[config.mk]
export PLATFORM = sky130hd
export DESIGN_NAME = gray2bin_stream
export DESIGN_NICKNAME = d
export VERILOG_FILES = /design/src/rtl/gray2bin_stream.sv
export SDC_FILE = /design/constraint.sdc
export NUM_CORES = 1
export LEC_CHECK = 0
export ABC_AREA = 1
export CORE_MARGIN = 4
export CORE_UTILIZATION = 54
export DETAILED_ROUTE_END_ITERATION = 12
export HOLD_SLACK_MARGIN = 0.05
export PLACE_DENSITY = 0.81
export SETUP_SLACK_MARGIN = 0.5
export SLEW_MARGIN = 20
export SYNTH_ARGS = -nofsm -noshare
export SYNTH_HDL_FRONTEND = slang
export SYNTH_SLANG_ARGS = --single-unit
[constraint.sdc]
create_clock -name clk -period 3.12 [get_ports clk]
set_input_delay 0.624 -clock clk [delete_from_list [all_inputs] [get_ports clk]]
set_output_delay 0.624 -clock clk [all_outputs]
set_load 0.05 [all_outputs]
[src/rtl/gray2bin_stream.sv]
// Handshaked Gray-to-binary decoder with a one-word output register.
// Also flags non-unit Gray steps, reports count direction and keeps a saturating error count.
module gray2bin_stream #(
    parameter int unsigned WIDTH     = 4,
    parameter int unsigned ERR_CNT_W = 8
) (
    input  logic                 clk,
    input  logic                 rst_n,
    input  logic                 in_valid,
    output logic                 in_ready,
    input  logic [WIDTH-1:0]     in_gray,
    output logic                 out_valid,
    input  logic                 out_ready,
    output logic [WIDTH-1:0]     out_bin,
    output logic                 out_first,
    output logic                 out_step_err,
    output logic                 out_dir_up,
    output logic [ERR_CNT_W-1:0] err_cnt
);

    localparam logic [ERR_CNT_W-1:0] CNT_MAX = '1;

    logic [WIDTH-1:0] bin_c;
    logic [WIDTH-1:0] diff_c;
    logic [WIDTH-1:0] prev_gray;
    logic [WIDTH-1:0] prev_bin;
    logic             hist_valid;
    logic             accept_c;
    logic             step_err_c;
    logic             dir_up_c;

    assign in_ready = !out_valid || out_ready;
    assign accept_c = in_valid && in_ready;

    // Each binary bit is the XOR of all Gray bits from the MSB down to it.
    always_comb begin
        bin_c = '0;
        for (int unsigned i = 0; i < WIDTH; i++) begin
            bin_c[i] = ^(in_gray >> i);
        end
    end

    // A legal step changes exactly one Gray bit: the difference must be one-hot.
    always_comb begin
        diff_c     = in_gray ^ prev_gray;
        step_err_c = hist_valid &&
                     !((diff_c != '0) && ((diff_c & (diff_c - WIDTH'(1))) == '0));
        dir_up_c   = hist_valid && (bin_c == WIDTH'(prev_bin + WIDTH'(1)));
    end

    always_ff @(posedge clk) begin
        if (!rst_n) begin
            out_valid    <= 1'b0;
            out_bin      <= '0;
            out_first    <= 1'b0;
            out_step_err <= 1'b0;
            out_dir_up   <= 1'b0;
            err_cnt      <= '0;
            hist_valid   <= 1'b0;
            prev_gray    <= '0;
            prev_bin     <= '0;
        end else if (accept_c) begin
            out_valid    <= 1'b1;
            out_bin      <= bin_c;
            out_first    <= !hist_valid;
            out_step_err <= step_err_c;
            out_dir_up   <= dir_up_c;
            if (step_err_c && (err_cnt != CNT_MAX)) begin
                err_cnt <= err_cnt + ERR_CNT_W'(1);
            end
            hist_valid   <= 1'b1;
            prev_gray    <= in_gray;
            prev_bin     <= bin_c;
        end else if (out_ready) begin
            // Drained with nothing new: payload is left as is and ignored downstream.
            out_valid    <= 1'b0;
        end
    end

endmodule

**Yosys cells after proc, flatten, opt, wreduce, memory -nomap -nowiden**

Index checks and enable logic that the tools add are counted.

- Output and inout bits: 17
- Flip-flop bits (word level): 21
- Logic and storage cells: 34

- $add $sub $neg: 3
- Eq/ne operators: 2
- Bitwise operators: 2
- Mux-type cells: 2
- Reductions and logical operators: 17

Operator list:

| kind | count |
|---|---|
| 4-bit parity | 4 |
| 8-bit by 1-bit adder with 8-bit output, second input constant | 1 |
| 8-bit inequality test, second input constant | 1 |
| 1-bit logical AND | 5 |
| 4-bit by 1-bit adder with 4-bit output, second input constant | 1 |
| 4-bit AND | 1 |
| 4-bit == test | 1 |
| 4-bit logical NOT | 1 |
| 4-bit nonzero test | 1 |
| 4-bit by 1-bit subtractor with 4-bit output, second input constant | 1 |
| 4-bit bitwise XOR | 1 |
| 1-bit logical NOT | 3 |
| 1-bit 2-to-1 mux | 2 |
| 2-bit AND reduction | 1 |
| 2-bit nonzero test | 1 |
| 1-bit logical OR | 1 |

**Depth between registers and ports, before layout**

Gate-level depths: netlist of run 1.

- Word-level depth: 9
- Gate-level depth with buffers: 11

**Worst setup path after synthesis of run 1**

No wires, ideal clock.

- Path type: register to register
- Start point: register out_valid
- End point: register err_cnt[0]
- Cell stages (with the launch flop): 8
- Buffers on the path: 0
- Arrival time: 1.843 ns
- Setup slack: 1.164 ns
- Library setup time: 0.113 ns
- Cells stage by stage: dfxtp_1 nand2_1 nand3_1 clkinv_1 nand3_4 nand2_1 nand2_1 nor2_1

- Word-level cells in the longest chain between the ends: 4

RTL lines:

| item | RTL line | RTL |
|---|---|---|
| start: declaration | 12 | `output logic out_valid,` |
| start signal: assignment | 53 | `out_valid <= 1'b0;` |
| start signal: assignment | 63 | `out_valid <= 1'b1;` |
| start signal: assignment | 76 | `out_valid <= 1'b0;` |
| 1-bit logical NOT | 32 | `assign in_ready = !out_valid \|\| out_ready;` |
| 1-bit logical OR | 32 |  |
| via in_ready | 10 | `output logic in_ready,` |
| 1-bit logical AND | 33 | `assign accept_c = in_valid && in_ready;` |
| 2-bit AND reduction (no line) | -- |  |
| end signal: assignment | 69 | `err_cnt <= err_cnt + ERR_CNT_W'(1);` |
| end: declaration | 18 | `output logic [ERR_CNT_W-1:0] err_cnt` |

The timed path passes the listed nets, and every way through them passes these cells.
A chain may end at the register's enable or synchronous reset.

**Final worst setup path of run 1**

- Start point: input port out_ready
- End point: output port in_ready

- Word-level cells in the longest chain between the ends: 1

RTL lines:

| item | RTL line | RTL |
|---|---|---|
| start: declaration | 13 | `input logic out_ready,` |
| 1-bit logical OR | 32 |  |
| end: declaration | 10 |  |

Every way passes these cells.

==> results of run 1 <==
-- metal layers --
layer  part of all wire, %  up-vias  global-route usage, %
met2                    45       32                   30.6
met5                     0        -                      0
met3                   5.8        2                   3.94
met4                  0.47        0                   5.21
met1                    49      567                   25.5
li1                      -      678                      -
-- flip-flops by register name (all words and copies together), names as in the netlist --
name          count
err_cnt           8
hist_valid        1
out_dir_up        1
out_first         1
out_step_err      1
out_valid         1
prev_bin          3
prev_gray         4
-- final cells by class --
type	instances	area [um^2]	share of cell area, %
Inverter	26	97.6	6.49
Tap cell	27	33.8	2.25
Sequential cell	20	400	26.6
Clock buffer	3	22.5	1.50
Multi-Input combinational cell	148	711	47.3
Timing Repair Buffer	24	239	15.9
-- critical path, cell delays in order --
cell and delay [ns]:
clkdlybuf4s50_1 0.45, inv_1 0.03, nand2_1 0.10, dlygate4sd2_1 0.54
-- cells by family (layout without fill, tap and decap cells) --
kind of cell,count (synthesis),after routing,share of synthesized area [%]
AND/OR/NAND/NOR,117,117,42.9
adder cells (fa/ha/maj),2,2,2.04
XOR/XNOR,4,4,2.86
flip-flops,20,20,32.7
AO/OA/AOI/OAI,25,25,10.2
buffers and inverters,29,53,9.20
-- path summary, 6_finish.rpt --
check                                   from      endpoint  slack, ns  depth (start not counted)
worst max register to register    err_cnt[1]    err_cnt[6]       1.61                          7
worst max-delay path               out_ready      in_ready       0.75                          4
worst min-delay path            out_step_err  out_step_err       0.47                          2
worst min register to register  out_step_err  out_step_err       0.47                          2
-- per-stage QoR --
stage / worst slack (ns) / hold WS [ns] / instances / util, %
final: 0.745 / 0.474 / 248 / 72.9
after detailed placement: 0.475 / 0.465 / 245 / 71.9
after CTS: 0.747 / 0.477 / 248 / 72.9
after global routing: 0.694 / 0.513 / 248 / 72.9
after floorplan: 1.16 / 0.441 / 197 / -
after global placement: 0.480 / 0.452 / 245 / 71.9
-- power groups by stage --
| stage | clock network [mW] | registers (mW) | logic [mW] |
|---|---|---|---|
| 6_report | 0.116 | 0.278 | 0.158 |
| 5_1_grt | 0.134 | 0.280 | 0.176 |
| 4_1_cts | 0.122 | 0.278 | 0.158 |
| 3_5_place_dp | 0 | 0.284 | 0.158 |
| 3_3_place_gp | 0 | 0.283 | 0.155 |
| 2_1_floorplan | 0 | 0.308 | 0.0879 |
-- synth_stat cells (2+ instances only) --
library cell  instances
nand3_1               8
ha_1                  2
a21oi_1              16
inv_1                20
o21ai_0               9
nand3_4               2
xnor2_1               2
nand4_1               8
dfxtp_1              20
nand2_1              78
nor2_1               13
nand2_2               4
xor2_1                2
clkbuf_1              2
inv_2                 5
==> results.yml, run 1 <==
cells_and_area:
  final_common_cell: "nand2_1"
  final_cell_mix: "nand2_1, clkdlybuf4s50_1, inv_1, dfxtp_1, a21oi_1"
  final_area_um2: 1500
  num-nets-final: 233
  drive_above_1_share_pct: 7.69
  antennaDiodeCount: 0
  fillers: 185
  area.growth.synth_to_final_pct: 22.9
routing:
  wl_um: 2750
  drt_first_iter_violations: 34
  drt-vias-per-instance: 5.16
  final_antenna_net_count: 0
  vias: 1279
  firstDrtPassIters: 4
  wl_per_cell_um: 11.1
  drc: 0
worst_setup_path:
  cp-start-kind: "primary input"
  arrival_ns: 1.75
  end_kind: "output port"
  path_max_fanout: 4
  crit_type: "primary input to output port"
  crit_required_ns: 2.50
placement:
  dpl.hpwl_um: 2110
  io_buffers: 24
  placed_area_um2: 1480
  place.gp.congestion: 0.835
cts:
  cts_buffer_depth: 2
  clkSinkCount: 20
  cts_root_buf: "clkbuf_4"
  insertion_delay_ns: 0.29
  cts_resized: 1
  holdBufCountCts: 0
  post_cts_buffers: 0
  cts.clk_slew.worst_paths_ns: 0.10
  htreeDepth: 1
  cts_tree: "built"
  numCtsBuffers: 3
sta:
  rsz0062_at_grt: "no"
  finalHoldViolations: 0
  finalSetupViolations: 0
  max_freq_mhz: 421
  period_needed_ns: 2.37
  fin_tns_setup_ns: 0
  worst_clock_skew_ns: 0.00471
  slew_viol_final: 0
  period_share_pct: 76.1
  tightest_slew_ns: 0.523
  relSlewSlack_pct: 65.0
floorplanning:
  die-width_um: 55.6
  start_util_pct: 59.3
  ios: 25
  dieArea_um2: 3090
  rows: 16
  die_h_um: 55.6
  core_area_um2: 2060
yosys:
  synth_area_leaders: "dfxtp_1, nand2_1, a21oi_1"
  syn_avg_cell_area_um2: 6.21
  netlist.area_leader.share_pct: 32.7
  async_flop_share_pct: 0
  synth_area_um2: 1220
  yosysTopAreaCell: "dfxtp_1"
  synth_nets: 207
  synth_edf_count: 0
  yosysSeqAreaShare_pct: 32.7
  synthFlopType: "dfxtp_1"
  ys_warn_count: 0
  ys_seq_elements: 20
  ys_types: 21
  syn_inst: 197
power:
  clkPwrFrac_pct: 21.0
  pwr-share-seq_pct: 50.4
  p_per_area_nw_per_um2: 367
  swShare_pct: 33.8
  p_leak_nw: 0.704
  total_power_uw: 552
  peakVddDrop_v: 0.000353
  p_int_uw: 365
  p_switching_uw: 187
  combPwrFrac_pct: 28.6
run_status:
  outcome: "finished, final reports clean"
worst_hold_path:
  worstHoldPathType: "flop to flop"
global_route:
  grt_pass1_vias: 1159
  gr-usage-all-layers_pct: 19.0
  grt_pass1_wl_um: 4930
  antenna_found_initial: 0
  grt.overflow.total: 0
  grt_max_degree: 16
flow_run:
  maxCapViolCount: 0
(Power assumes the default switching activity.)
==> inputs of run 2 (changes only) <==
--- a/config.mk
+++ b/config.mk
@@ -7,10 +7,10 @@
 export LEC_CHECK = 0
 export ABC_AREA = 1
 export CORE_MARGIN = 4
-export CORE_UTILIZATION = 54
+export CORE_UTILIZATION = 45
 export DETAILED_ROUTE_END_ITERATION = 12
 export HOLD_SLACK_MARGIN = 0.05
-export PLACE_DENSITY = 0.81
+export PLACE_DENSITY = 0.72
 export SETUP_SLACK_MARGIN = 0.5
 export SLEW_MARGIN = 20
 export SYNTH_ARGS = -nofsm -noshare
==> constraint.sdc (replaced) <==
create_clock -name clk -period 2 [get_ports clk]
set_input_delay 0.4 -clock clk [delete_from_list [all_inputs] [get_ports clk]]
set_output_delay 0.4 -clock clk [all_outputs]
set_load 0.05 [all_outputs]
==> run 2 against run 1 <==
Net effect:
- global-route usage is 1.4 points lower
- first-iteration DRC count is 35% higher
- worst hold slack better by 0.0073 ns
- clock skew hardly changed
- final cell count is 3.2% higher
- clock power is 110% higher
- critical endpoint is now err_cnt[0]
- count of clock-buffer cells in the layout is 1 higher
- combinational power is 58% higher
- sequential power is 58% higher
==> results.yml, run 2 (synthesis gave the netlist of run 1 again) <==
global_route:
  antenna_found_initial: 0
  grt_pass1_wl_um: 4960
  grt_pass1_vias: 1175
  gr-usage-all-layers_pct: 17.5
  grt_max_degree: 16
  grt.overflow.total: 0
cells_and_area:
  top_regs: "err_cnt (8), prev_gray (4), prev_bin (3)"
  drive_above_1_share_pct: 23.9
  area.growth.synth_to_final_pct: 29.0
  fin_cells: 256
  fillers: 235
  final_common_cell: "nand2_1"
  fin_util_pct: 62.0
  largest_register_ffs: 8
  final_cell_mix: "nand2_1, inv_1, a21oi_1, nor2_1"
  num-nets-final: 237
  antennaDiodeCount: 0
  regMostFlops: "err_cnt"
cts:
  holdBufCountCts: 0
  numCtsBuffers: 3
  cts_tree: "built"
  insertion_delay_ns: 0.30
  htreeDepth: 1
  clkSinkCount: 20
  cts_buffer_depth: 2
  cts.clk_slew.worst_paths_ns: 0.12
  cts_root_buf: "clkbuf_4"
floorplanning:
  core_area_um2: 2540
  rows: 18
  die-width_um: 60.1
  dieArea_um2: 3620
  die_h_um: 60.1
  start_util_pct: 48.1
  ios: 25
worst_setup_path:
  path_cells: "clkdlybuf4s15_2"
  crit_slowest_cell: "dfxtp_2"
  regToRegSetupSlack_ns: 0.64
  path_max_fanout: 4
  crit_required_ns: 1.60
  cp-start-kind: "flop"
  crit_family: "flip-flops"
  arrival_ns: 1.09
  end_kind: "output port"
  cp_num_buf_inv: 1
  max_stage_delay_ns: 0.40
  crit_type: "flop to output port"
sta:
  period_share_pct: 74.6
  finalSetupViolations: 0
  worst_clock_skew_ns: 0.00440
  slew_viol_final: 0
  tightest_slew_ns: 0.376
  period_needed_ns: 1.49
  max_freq_mhz: 670
  fin_tns_setup_ns: 0
  finalHoldViolations: 0
  relSlewSlack_pct: 74.9
  rsz0062_at_grt: "yes"
  worst_slack_ns: 0.507
power:
  p_leak_nw: 0.764
  peakVddDrop_v: 0.000338
  p_per_area_nw_per_um2: 586
run_status:
  outcome: "finished, final reports clean"
worst_hold_path:
  worstHoldPathType: "flop to flop"
flow_run:
  maxCapViolCount: 0
routing:
  wl_per_cell_um: 11.5
  firstDrtPassIters: 4
  vias: 1307
  drt-vias-per-instance: 5.11
  drt_first_iter_violations: 46
  wl_um: 2940
  drc: 0
  final_antenna_net_count: 0
placement:
  io_buffers: 24
  dpl.hpwl_um: 2100
  place.gp.congestion: 0.822
  numPlacedInstances: 249
  post-place-ws_ns: 0.0431
[run 2: worst min-delay path, cell delays in order, from the launching register on]
cell	delay, ns
dfxtp_1	0.33
nand2_1	0.06
a21oi_1	0.05
[run 2: cell type report]
class / count / area (um^2) / share of cell area [%]
Sequential cell: 20 / 413 / 26.1
Tap cell: 30 / 37.5 / 2.38
Clock buffer: 4 / 36.3 / 2.30
Timing Repair Buffer: 26 / 244 / 15.5
Inverter: 26 / 98.8 / 6.26
Multi-Input combinational cell: 150 / 749 / 47.5
[run 2: report_power, final]
group	leakage (nW)	switching (mW)	internal [mW]	total, mW
Sequential	0.168	0.0181	0.420	0.438
Combinational	0.575	0.168	0.0804	0.249
Clock	0.0210	0.128	0.111	0.239
[run 2: routing by layer]
metal | up-vias | track usage, % | part of all wire, %
li1 | 682 | - | -
met1 | 591 | 24.8 | 49
met2 | 29 | 27.5 | 45
met3 | 5 | 3.24 | 5.1
met4 | 0 | 3.80 | 0.78
met5 | - | 0 | 0
[run 2: repair_timing]
item | 4_1_cts | 5_1_grt
setup buffers | 0 | 1
endpoints found under the setup margin | 29 | 15
resized for setup | 54 | 15
gates cloned | 0 | 2
pin swaps | 1 | 1
[run 2: path summary, 6_finish.rpt]
check / start / depth (start not counted) / end
worst max-delay path: err_cnt[0] / 1 / err_cnt[0]
worst min register to register: out_dir_up / 2 / out_dir_up
worst min-delay path: out_dir_up / 2 / out_dir_up
worst max register to register: prev_gray[3] / 9 / err_cnt[0]
[run 2: stage by stage]
stage | instance area [um^2] | power (mW) | hold slack [ns]
after floorplan | 1240 | 0.621 | 0.441
after global placement | 1520 | 0.692 | 0.454
after detailed placement | 1520 | 0.696 | 0.464
after CTS | 1570 | 0.924 | 0.486
after global routing | 1580 | 0.981 | 0.506
final | 1580 | 0.926 | 0.482
==> inputs of run 3 (changes only) <==
--- a/config.mk
+++ b/config.mk
@@ -7,10 +7,10 @@
 export LEC_CHECK = 0
 export ABC_AREA = 1
 export CORE_MARGIN = 4
-export CORE_UTILIZATION = 45
+export CORE_UTILIZATION = 50
 export DETAILED_ROUTE_END_ITERATION = 12
 export HOLD_SLACK_MARGIN = 0.05
-export PLACE_DENSITY = 0.72
+export PLACE_DENSITY = 0.76
 export SETUP_SLACK_MARGIN = 0.5
 export SLEW_MARGIN = 20
 export SYNTH_ARGS = -nofsm -noshare
==> constraint.sdc (replaced) <==
create_clock -name clk -period 1.5 [get_ports clk]
set_input_delay 0.3 -clock clk [delete_from_list [all_inputs] [get_ports clk]]
set_output_delay 0.3 -clock clk [all_outputs]
set_load 0.05 [all_outputs]
==> run 3 against run 2 <==
Net effect:
- the run now fails in clock tree synthesis (4_1_cts)
- synthesized cell count unchanged
- area after synthesis unchanged
==> results.yml, run 3 <==
yosys:
  yosysMostFrequentCell: "nand2_1"
  yosysTopAreaCell: "dfxtp_1"
  syn_avg_cell_area_um2: 6.21
  async_flop_share_pct: 0
  synthFlopType: "dfxtp_1"
  ys_seq_elements: 20
  synth_edf_count: 0
  syn_inst: 197
  synth_area_um2: 1220
  ys_warn_count: 0
  netlist.area_leader.share_pct: 32.7
  synthTopCellsByCount: "nand2_1, dfxtp_1, inv_1"
  synth_nets: 207
  yosysSeqAreaShare_pct: 32.7
  ys_types: 21
  synth_area_leaders: "dfxtp_1, nand2_1, a21oi_1"
placement:
  numPlacedInstances: 260
  dpl.hpwl_um: 2570
  place.gp.congestion: 0.867
  io_buffers: 24
  post-place-ws_ns: -0.401
cts:
  numCtsBuffers: 3
  holdBufCountCts: 0
  htreeDepth: 1
  cts_resized: 56
  cts_buffer_depth: 2
  clkSinkCount: 20
  cts_root_buf: "clkbuf_4"
  post_cts_buffers: 26
floorplanning:
  start_util_pct: 53.8
  die-width_um: 57.5
  rows: 17
  ios: 25
  die_h_um: 57.5
run_status:
  error: "[ERROR DPL-0033] detailed placement checks failed during check placement."
  outcome: "stopped before the end"
  haltStage: "clock tree synthesis (4_1_cts)"
## run 3: cell counts after synthesis
Identical to the previous run, type by type.
## run 3: cells by family after synthesis
| kind of cell | after synthesis | share of synthesized area [%] |
|---|---|---|
| AND/OR/NAND/NOR | 117 | 42.9 |
| buffers and inverters | 29 | 9.20 |
| AO/OA/AOI/OAI | 25 | 10.2 |
| flip-flops | 20 | 32.7 |
| XOR/XNOR | 4 | 2.86 |
| adder cells (fa/ha/maj) | 2 | 2.04 |
## run 3: through the flow
step                      area [um^2]  util [%]
after floorplan                  1360         -
after detailed placement         1880      82.7
after global placement           1880      82.7
==> inputs of run 4 (changes only) <==
--- a/config.mk
+++ b/config.mk
@@ -6,12 +6,10 @@
 export NUM_CORES = 1
 export LEC_CHECK = 0
 export ABC_AREA = 1
-export CORE_MARGIN = 4
-export CORE_UTILIZATION = 50
+export CORE_AREA = 4 4 65 67
 export DETAILED_ROUTE_END_ITERATION = 12
-export HOLD_SLACK_MARGIN = 0.05
-export PLACE_DENSITY = 0.76
-export SETUP_SLACK_MARGIN = 0.5
+export DIE_AREA = 0 0 69 71
+export PLACE_DENSITY_LB_ADDON = 0.15
 export SLEW_MARGIN = 20
 export SYNTH_ARGS = -nofsm -noshare
 export SYNTH_HDL_FRONTEND = slang
==> run 4 against run 3 <==
Net effect:
- the flow now finishes without violations
==> results.yml, run 4 (synthesis gave the netlist of run 1 again) <==
run_status:
  outcome: "finished, final reports clean"
routing:
  drc: 0
  firstDrtPassIters: 4
  drt-vias-per-instance: 4.62
  vias: 1359
  final_antenna_net_count: 0
  drt_first_iter_violations: 107
  wl_um: 3090
  wl_per_cell_um: 10.5
worst_setup_path:
  path_max_fanout: 3
  end_kind: "output port"
  r2r_start: "err_cnt[1]"
  cp-start-kind: "primary input"
  reg2reg_depth: 7
  crit_type: "primary input to output port"
  arrival_ns: 1.11
  rr_endpoint: "err_cnt[2]"
  crit_required_ns: 1.20
  cp-startpoint: "out_ready"
  regToRegSetupSlack_ns: 0.16
cts:
  cts.clk_slew.worst_paths_ns: 0.09
  cts_root_buf: "clkbuf_8"
  cts_tree: "built"
  insertion_delay_ns: 0.26
  cts_buffer_depth: 2
  clkSinkCount: 20
  post_cts_buffers: 0
  numCtsBuffers: 3
  htreeDepth: 1
placement:
  place.gp.congestion: 0.844
  io_buffers: 24
  dpl.hpwl_um: 2310
  placed_area_um2: 1880
global_route:
  grt_max_degree: 14
  gr-usage-all-layers_pct: 12.4
  grt_pass1_wl_um: 5080
  grt.overflow.total: 0
  grt_pass1_vias: 1148
  antenna_found_initial: 0
floorplanning:
  rows: 22
  ios: 25
  dieArea_um2: 4900
  die-width_um: 69
  core_area_um2: 3630
  die_h_um: 71
  start_util_pct: 33.7
sta:
  max_freq_mhz: 709
  finalHoldViolations: 0
  fin_tns_setup_ns: 0
  relSlewSlack_pct: 70.8
  finalSetupViolations: 0
  worst_clock_skew_ns: 0.00923
  tightest_slew_ns: 0.437
  slew_viol_final: 0
  period_share_pct: 94.0
  period_needed_ns: 1.41
  rsz0062_at_grt: "no"
cells_and_area:
  drive_above_1_share_pct: 28.9
  antennaDiodeCount: 0
  largest_register_ffs: 8
  top_regs: "err_cnt (8), prev_gray (4), prev_bin (3)"
  final_common_cell: "nand2_1"
  regMostFlops: "err_cnt"
  area.growth.synth_to_final_pct: 61.2
  final_area_um2: 1970
  final_cell_mix: "nand2_1, buf_4, inv_1, buf_12, a21oi_1"
  fin_util_pct: 54.3
  num-nets-final: 257
worst_hold_path:
  hold-path-endpoint: "hist_valid"
  min-delay-start: "hist_valid"
  worstHoldPathType: "flop to flop"
  hold_depth: 2
power:
  peakVddDrop_v: 0.000485
  p_per_area_nw_per_um2: 793
  p_leak_nw: 0.963
flow_run:
  maxCapViolCount: 0
run 4: where the power goes:
group / switching (mW) / internal [mW]
sequential: 0.0281 / 0.559
clock: 0.199 / 0.356
combinational: 0.236 / 0.185
run 4: area by class of cell:
class                   count  area (um^2)
fillers                   371         1660
multi-input cells         149          736
repair buffers             47          594
flip-flops and latches     20          413
inverters                  26         98.8
well taps                  48         60.1
clock buffers               3         41.3
clock inverters             1         30.0
run 4: worst max-delay path, cell delays in order:
cell and delay [ns]:
clkdlybuf4s50_1 0.39, inv_1 0.09, nand2_4 0.05, buf_4 0.14, buf_12 0.14
run 4: metal layers:
metal | vias to the layer above | wire [um] | global-route usage (%)
li1 | 721 | - | -
met1 | 600 | 1590 | 17.6
met5 | - | 0 | 0
met3 | 2 | 181 | 2.56
met2 | 36 | 1300 | 18.9
met4 | 0 | 23 | 3.90
run 4: worst max-delay path by stage:
stage                            end  depth (start not counted)  slack, ns
after floorplan           err_cnt[0]                          8      0.001
after global placement    err_cnt[2]                         11      -0.31
after detailed placement  err_cnt[2]                         10      -0.31
after CTS                 err_cnt[2]                         11       0.01
after global routing      err_cnt[5]                          7       0.02
final                       in_ready                          5       0.09
run 4: what timing repair did:
| action | CTS | global route |
|---|---|---|
| pin swaps | 1 | 0 |
| gates cloned | 1 | 0 |
| hold buffers | 0 | 0 |
| setup endpoints to repair | 8 | 9 |
| gates resized for setup | 4 | 3 |
run 4: stage by stage:
stage	instances	setup WS, ns	hold slack (ns)	total power [mW]
final	294	0.0896	0.479	1.56
after global routing	294	0.0219	0.533	1.64
after CTS	294	0.00955	0.485	1.57
after detailed placement	289	-0.312	0.465	1.02
after global placement	289	-0.313	0.460	1.02
after floorplan	197	0.00132	0.413	0.828
